## config.mk

```make
export PLATFORM = sky130hd
export DESIGN_NAME = cla_pipe_addsub
export DESIGN_NICKNAME = d
export VERILOG_FILES = /design/src/rtl/cla_pipe_addsub.sv
export SDC_FILE = /design/constraint.sdc
export NUM_CORES = 1
export LEC_CHECK = 0
export CORE_UTILIZATION = 33
export DETAILED_ROUTE_END_ITERATION = 10
export SYNTH_ARGS = -nofsm -noshare
export SYNTH_HDL_FRONTEND = slang
export SYNTH_SLANG_ARGS = --single-unit
export TNS_END_PERCENT = 20
```

## constraint.sdc

```tcl
create_clock -name clk -period 6.1 [get_ports clk]
set_clock_uncertainty 0.1 [all_clocks]
set_input_delay 0.915 -clock clk [delete_from_list [all_inputs] [get_ports clk]]
set_output_delay 0.915 -clock clk [all_outputs]
set_load 0.005 [all_outputs]
```

## src/rtl/cla_pipe_addsub.sv

```systemverilog
// Pipelined carry-lookahead adder/subtractor.
// One 4-bit lookahead group per pipeline stage; the group carry ripples
// stage to stage through a register, the unconsumed upper operand bits
// travel down the pipe with their transaction, and the sum bits already
// produced accumulate in per-stage skew registers.  All stages advance
// together when the output slot is empty or being drained.
module cla_pipe_addsub #(
    parameter int WIDTH = 16
) (
    input  logic             clk,
    input  logic             reset_n,
    input  logic             in_valid,
    output logic             in_ready,
    input  logic [WIDTH-1:0] a,
    input  logic [WIDTH-1:0] b,
    input  logic             ci,
    input  logic             sub,
    output logic             out_valid,
    input  logic             out_ready,
    output logic [WIDTH-1:0] s,
    output logic             co,
    output logic             ovf
);

    localparam int NGRP = WIDTH / 4;

    logic adv;

    for (genvar k = 0; k < NGRP; k++) begin : g_stage
        localparam int LO = 4 * k;

        logic            v_in;
        logic            sub_in;
        logic            c_in;
        logic [3:0]      ga;
        logic [3:0]      gb_raw;
        logic [3:0]      gb;
        logic [3:0]      g;
        logic [3:0]      p;
        logic [4:0]      c;
        logic [3:0]      sum;
        logic [LO+3:0]   s_prev;
        logic [LO+3:0]   s_nxt;

        logic            v_q;
        logic            c_q;
        logic [LO+3:0]   s_q;

        if (k == 0) begin : g_src
            // Stage 0 takes its operands straight from the ports; subtract
            // inverts the carry-in so that cin = !borrow_in.
            always_comb begin
                v_in   = in_valid;
                sub_in = sub;
                c_in   = sub ^ ci;
                ga     = a[3:0];
                gb_raw = b[3:0];
                s_prev = '0;
            end
        end else begin : g_src
            // Later stages consume the bottom nibble of what the previous
            // stage forwarded, plus its registered group carry.
            always_comb begin
                v_in   = g_stage[k-1].v_q;
                sub_in = g_stage[k-1].g_fwd.sub_q;
                c_in   = g_stage[k-1].c_q;
                ga     = g_stage[k-1].g_fwd.a_rem[3:0];
                gb_raw = g_stage[k-1].g_fwd.b_rem[3:0];
                s_prev = {4'b0000, g_stage[k-1].s_q};
            end
        end

        // 4-bit carry-lookahead group: all internal carries from g, p and c_in.
        always_comb begin
            gb   = gb_raw ^ {4{sub_in}};
            g    = ga & gb;
            p    = ga ^ gb;
            c[0] = c_in;
            c[1] = g[0] | (p[0] & c[0]);
            c[2] = g[1] | (p[1] & g[0]) | (p[1] & p[0] & c[0]);
            c[3] = g[2] | (p[2] & g[1]) | (p[2] & p[1] & g[0])
                 | (p[2] & p[1] & p[0] & c[0]);
            c[4] = g[3] | (p[3] & g[2]) | (p[3] & p[2] & g[1])
                 | (p[3] & p[2] & p[1] & g[0]) | (&p & c[0]);
            sum  = p ^ c[3:0];
            s_nxt = s_prev;
            s_nxt[LO+3:LO] = sum;
        end

        // Stage register: valid always follows the pipe, payload only loads
        // for a real transaction so bubbles never disturb held data.
        always_ff @(posedge clk) begin
            if (!reset_n) begin
                v_q <= 1'b0;
                c_q <= 1'b0;
                s_q <= '0;
            end else if (adv) begin
                v_q <= v_in;
                if (v_in) begin
                    c_q <= c[4];
                    s_q <= s_nxt;
                end
            end
        end

        if (k < NGRP - 1) begin : g_fwd
            localparam int REM = WIDTH - LO - 4;

            logic [REM-1:0] a_up;
            logic [REM-1:0] b_up;
            logic [REM-1:0] a_rem;
            logic [REM-1:0] b_rem;
            logic           sub_q;

            if (k == 0) begin : g_up
                // Upper operand bits still to be summed, from the ports.
                always_comb begin
                    a_up = a[WIDTH-1:4];
                    b_up = b[WIDTH-1:4];
                end
            end else begin : g_up
                // Upper operand bits still to be summed, from the previous stage.
                always_comb begin
                    a_up = g_stage[k-1].g_fwd.a_rem[REM+3:4];
                    b_up = g_stage[k-1].g_fwd.b_rem[REM+3:4];
                end
            end

            // Operand skew registers carrying the unconsumed bits and the op.
            always_ff @(posedge clk) begin
                if (!reset_n) begin
                    a_rem <= '0;
                    b_rem <= '0;
                    sub_q <= 1'b0;
                end else if (adv && v_in) begin
                    a_rem <= a_up;
                    b_rem <= b_up;
                    sub_q <= sub_in;
                end
            end
        end

        if (k == NGRP - 1) begin : g_last
            logic ovf_q;

            // Signed overflow uses the MSB group only: same operand signs,
            // different result sign.
            always_ff @(posedge clk) begin
                if (!reset_n) begin
                    ovf_q <= 1'b0;
                end else if (adv && v_in) begin
                    ovf_q <= (ga[3] == gb[3]) && (sum[3] != ga[3]);
                end
            end
        end
    end

    // Output view of the last stage and the global advance/ready term.
    always_comb begin
        out_valid = g_stage[NGRP-1].v_q;
        s         = g_stage[NGRP-1].s_q;
        co        = g_stage[NGRP-1].c_q;
        ovf       = g_stage[NGRP-1].g_last.ovf_q;
        adv       = !out_valid || out_ready;
        in_ready  = adv;
    end

endmodule

```

* Word level (Yosys, flattened, before mapping) *
Index checks and enable logic that the tools add are counted.

word-level totals
  bits in registers = 100
  input port bits = 38
  word-level logic and storage cells = 156

operators by class
  equality and inequality tests = 2
  bitwise operators = 117
  reductions and logical operators = 15

operators with widths
  operator             count
  $and A1 B1 Y1        60
  $xor A4 B4 Y4        12
  $or A1 B1 Y1         40
  $and A4 B4 Y4        4
  $reduce_and A4 Y1    4
  $reduce_and A2 Y1    4
  $logic_and A1 B1 Y1  5
  $eq A1 B1 Y1         1
  $logic_not A1 Y1     1
  $logic_or A1 B1 Y1   1
  $ne A1 B1 Y1         1
  $xor A1 B1 Y1        1

* Logic depth before layout (Yosys ltp) *
  depth in word-level cells = 9
  gate-level depth with buffers = 8
  mapped depth without buffers = 6

* Worst setup path after synthesis *
No wires, ideal clock.

  kind = input to register
  start point = input port sub
  end point = register g_stage[0].s_q[2]
  library setup time = 0.132 ns
  arrival time = 2.054 ns
  data required time = 5.868 ns
  path slack = 3.814 ns
  cell stages on the path = 7
  cell sequence = buf_6 > xor2_1 > ha_1 > nand2_1 > nor2_1 > a2111oi_0 > o31ai_1

on the way
  longest elaborated chain between the ends = 6
  elaborated cells on any way between the ends = 10

RTL lines
  element                                                line    RTL
  start, declared                                        17      input logic sub,
  $xor A4 B4 Y4                                          75      gb = gb_raw ^ {4{sub_in}};
  $xor A4 B4 Y4 / $and A4 B4 Y4 (equally long branches)  77, 76
  $and A1 B1 Y1                                          80      c[2] = g[1] | (p[1] & g[0]) | (p[1] & p[0] & c[0]);
  $or A1 B1 Y1 / $and A1 B1 Y1 (equally long branches)   80
  $or A1 B1 Y1                                           80
  $xor A4 B4 Y4 *                                        85      sum = p ^ c[3:0];
  end signal, assigned                                   101     s_q <= s_nxt;
  end, declared                                          47      logic [LO+3:0] s_q;

Every way passes the cells marked *; elsewhere a longest branch is shown, timed or not.
A chain may end at the register's enable or synchronous reset.

* Worst setup path in the final report *
  start point = input port out_ready
  end point = output port in_ready

on the way
  longest elaborated chain between the ends = 1

RTL lines
  element             line  RTL
  start, declared     19    input logic out_ready,
  $logic_or A1 B1 Y1  164   adv = !out_valid || out_ready;
  end, declared       13    output logic in_ready,

No other way between the ends.

==> flow_summary.toml <==
[die]
rows = 42
dieHeight_um = 119
die_x_um = 119
start_util = 0.340
die_area_um2 = 14200
pin_count = 58
core-area_um2 = 13300

[final_layout]
finish.instance_area_um2 = 5400
final_cell_mix = "nand2_1 (173), dfxtp_1 (100), a21boi_0 (72), clkdlybuf4s50_1 (56)"
diodes = 0
final_common_cell = "nand2_1"
register_area_um2 = 2000
final_nets = 609
fin_cells = 732
drive_above_1_share = 0.0414
multi_input_area_um2 = 2270
fillers = 1361
area_delta_synth_final_pct = 19.6

[yosys]
synth_cell_types = 46
synth.yosys.seq_area_share = 0.443
synthArstFlopShare = 0
syn_area_um2 = 4510
yosys_register_bits = 100
synth-main-ff-cell = "dfxtp_1"
yosysWarnings = 0
synth_edf_count = 0
synth.net_count = 577
syn_avg_cell_area_um2 = 8.70
netlist_instances = 519

[detailed_routing]
vias = 3360
dr_wl_met2_mm = 3.72
drc = 0
wl_met3_um = 267
viasPerCell = 4.59
detail-route-antenna-nets = 0
drtPass1Iterations = 4
top_layer_used = "met4"
wire_per_inst_um = 11.8
routed_wl_mm = 8.61
dr.first_iter.drc_count = 146
wl_met1_mm = 4.43

[sta]
max_freq_mhz = 317
fin_crit_ns = 3.15
final-hold-violation-count = 0
setup_viol = 0
relSlewSlack = 0.216
finalCritPeriodShare = 0.517
rsz0062_at_grt = "no"
worst_slack_ns = 2.95
worst_pin_slew_ns = 1.18
maxSlewViolCount = 0
tns_ns = 0
whs_ns = 0.351

[critical_path]
worstSetupStartpoint = "out_ready"
endpoint_kind = "output pin"
cp_data_arrival_time_ns = 2.14
r2r_slack_ns = 3.99
critPathLaunchType = "primary input"
cp_num_buf_inv = 3
cpPeakStageDelay_ns = 0.45
path_max_fanout = 8
path_common_cell = "clkdlybuf4s50_1"
path_cells = "clkdlybuf4s50_1, nor2b_4, inv_6, clkdlybuf4s50_1"
reg2reg_depth = 6
cpMaxStageDelayCell = "clkdlybuf4s50_1"
cp.depth = 4
r2r_start = "g_stage[2].g_fwd.sub_q$_SDFFE_PN0P_"
crit_family = "buffers and inverters"
crit_required_ns = 5.08
r2r_end = "s[15]$_SDFFE_PN0P_"
path_class = "in -> out"

[cts]
postCtsResizedCells = 0
h-tree-depth = 3
cts_buffer_depth = 2
cts_tree = "built"
clock_sinks = 100
clk_pin_slew_worst_paths_ns = 0.06
cts_hold_buf = 0
clock_latency_ns = 0.34
cts_root_buf = "clkbuf_16"
numCtsBuffers = 9
postCtsSetupRepairBufs = 0

[placed_design]
dpl-instance-area_um2 = 5090
hpwlAfterDp_mm = 6.23
placed_cells = 716
routabilityCongestion = 0.792
dp_slack_ns = 2.94
port_buffers = 57

[grt]
grt_pass1_vias = 3408
grt_pass1_wl_mm = 15.1
gr-total-overflow = 0
antenna_found_initial = 0
grt_max_degree = 75
track_usage = 0.130

[hold_path]
hp-start = "g_stage[0].s_q[1]$_SDFFE_PN0P_"
hold_end = "g_stage[1].s_q[1]$_SDFFE_PN0P_"
min_delay_path_depth = 2
min_path_type = "reg -> reg"

[job]
drv_cap = 0

[power_and_ir_drop]
leakage_nw = 2.05
powerDensity_nw_per_um2 = 259
vdd_ir_drop_max_mv = 0.112

[run_status]
status = "finished, final reports clean"
==> per-stage QoR <==
stage / util / power [mW]
after global routing: 0.406 / 1.46
final: 0.406 / 1.40
after global placement: 0.383 / 0.835
after floorplan: - / 0.795
after detailed placement: 0.383 / 0.838
after CTS: 0.406 / 1.42
==> worst max-delay path by stage <==
stage | endpoint
after global routing | in_ready
after global placement | in_ready
after detailed placement | in_ready
after CTS | in_ready
final | in_ready
after floorplan | g_stage[0].s_q[2]$_SDFFE_PN0P_
==> flip-flops by register name, indices dropped and copies added, names as in the netlist <==
name / cells
g_stage.g_fwd.a_rem: 24
g_stage.s_q: 24
s: 16
out_valid: 1
ovf: 1
g_stage.g_fwd.sub_q: 3
g_stage.g_fwd.b_rem: 24
co: 1
g_stage.c_q: 3
g_stage.v_q: 3
==> worst register-to-register path: stages, from the launching register on <==
cell	delay, ns
dfxtp_1	0.47
xor2_1	0.27
ha_1	0.30
a211o_1	0.31
a21oi_1	0.27
or4b_1	0.17
o211ai_1	0.07
==> power by group <==
part | internal, mW | switching (mW) | total, mW | leakage (nW)
logic | 0.0642 | 0.0676 | 0.132 | 1.08
clock network | 0.341 | 0.234 | 0.576 | 0.150
registers | 0.676 | 0.0144 | 0.690 | 0.814
==> cell families after synthesis <==
kind of cell / after synthesis / synth area share
flip-flops: 100 / 0.443
XOR/XNOR: 21 / 0.0424
AO/OA/AOI/OAI: 126 / 0.205
adder cells (fa/ha/maj): 20 / 0.0621
AND/OR/NAND/NOR: 208 / 0.193
buffers and inverters: 44 / 0.0540
==> Yosys cell counts (all sizes together), types with 2 or more instances <==
cell type  number  share of area
nand3b          2         0.0033
o211ai          6          0.010
o21ai           8         0.0089
ha             16          0.044
o21bai          2         0.0033
buf            24          0.036
nand2         175           0.15
dfxtp         100           0.44
nand3          14          0.016
xnor2           5          0.011
a21boi         82           0.14
o31ai           2         0.0033
fa              4          0.018
and2            4         0.0061
a21o            3         0.0050
nor2            4         0.0039
nand4b          3         0.0058
nand4           2         0.0028
o21a            2         0.0033
a21oi           6         0.0067
o211a           4         0.0089
inv             7         0.0069
nor2b           2         0.0044
a211oi          5         0.0083
clkbuf         13          0.011
xor2           16          0.031
==> per-layer routing <==
metal / global-route usage / vias to the layer above
met3: 0.0283 / 14
met5: 0 / -
met2: 0.216 / 55
li1: - / 1795
met1: 0.161 / 1496
met4: 0.0601 / 0
==> layout make-up <==
| cell class | count | area share |
|---|---|---|
| Clock inverter | 3 | 0.00811 |
| Multi-Input combinational cell | 375 | 0.420 |
| Tap cell | 176 | 0.0408 |
| Inverter | 7 | 0.00579 |
| Sequential cell | 100 | 0.371 |
| Timing Repair Buffer | 58 | 0.106 |
| Clock buffer | 13 | 0.0482 |
(Power assumes the default switching activity.)
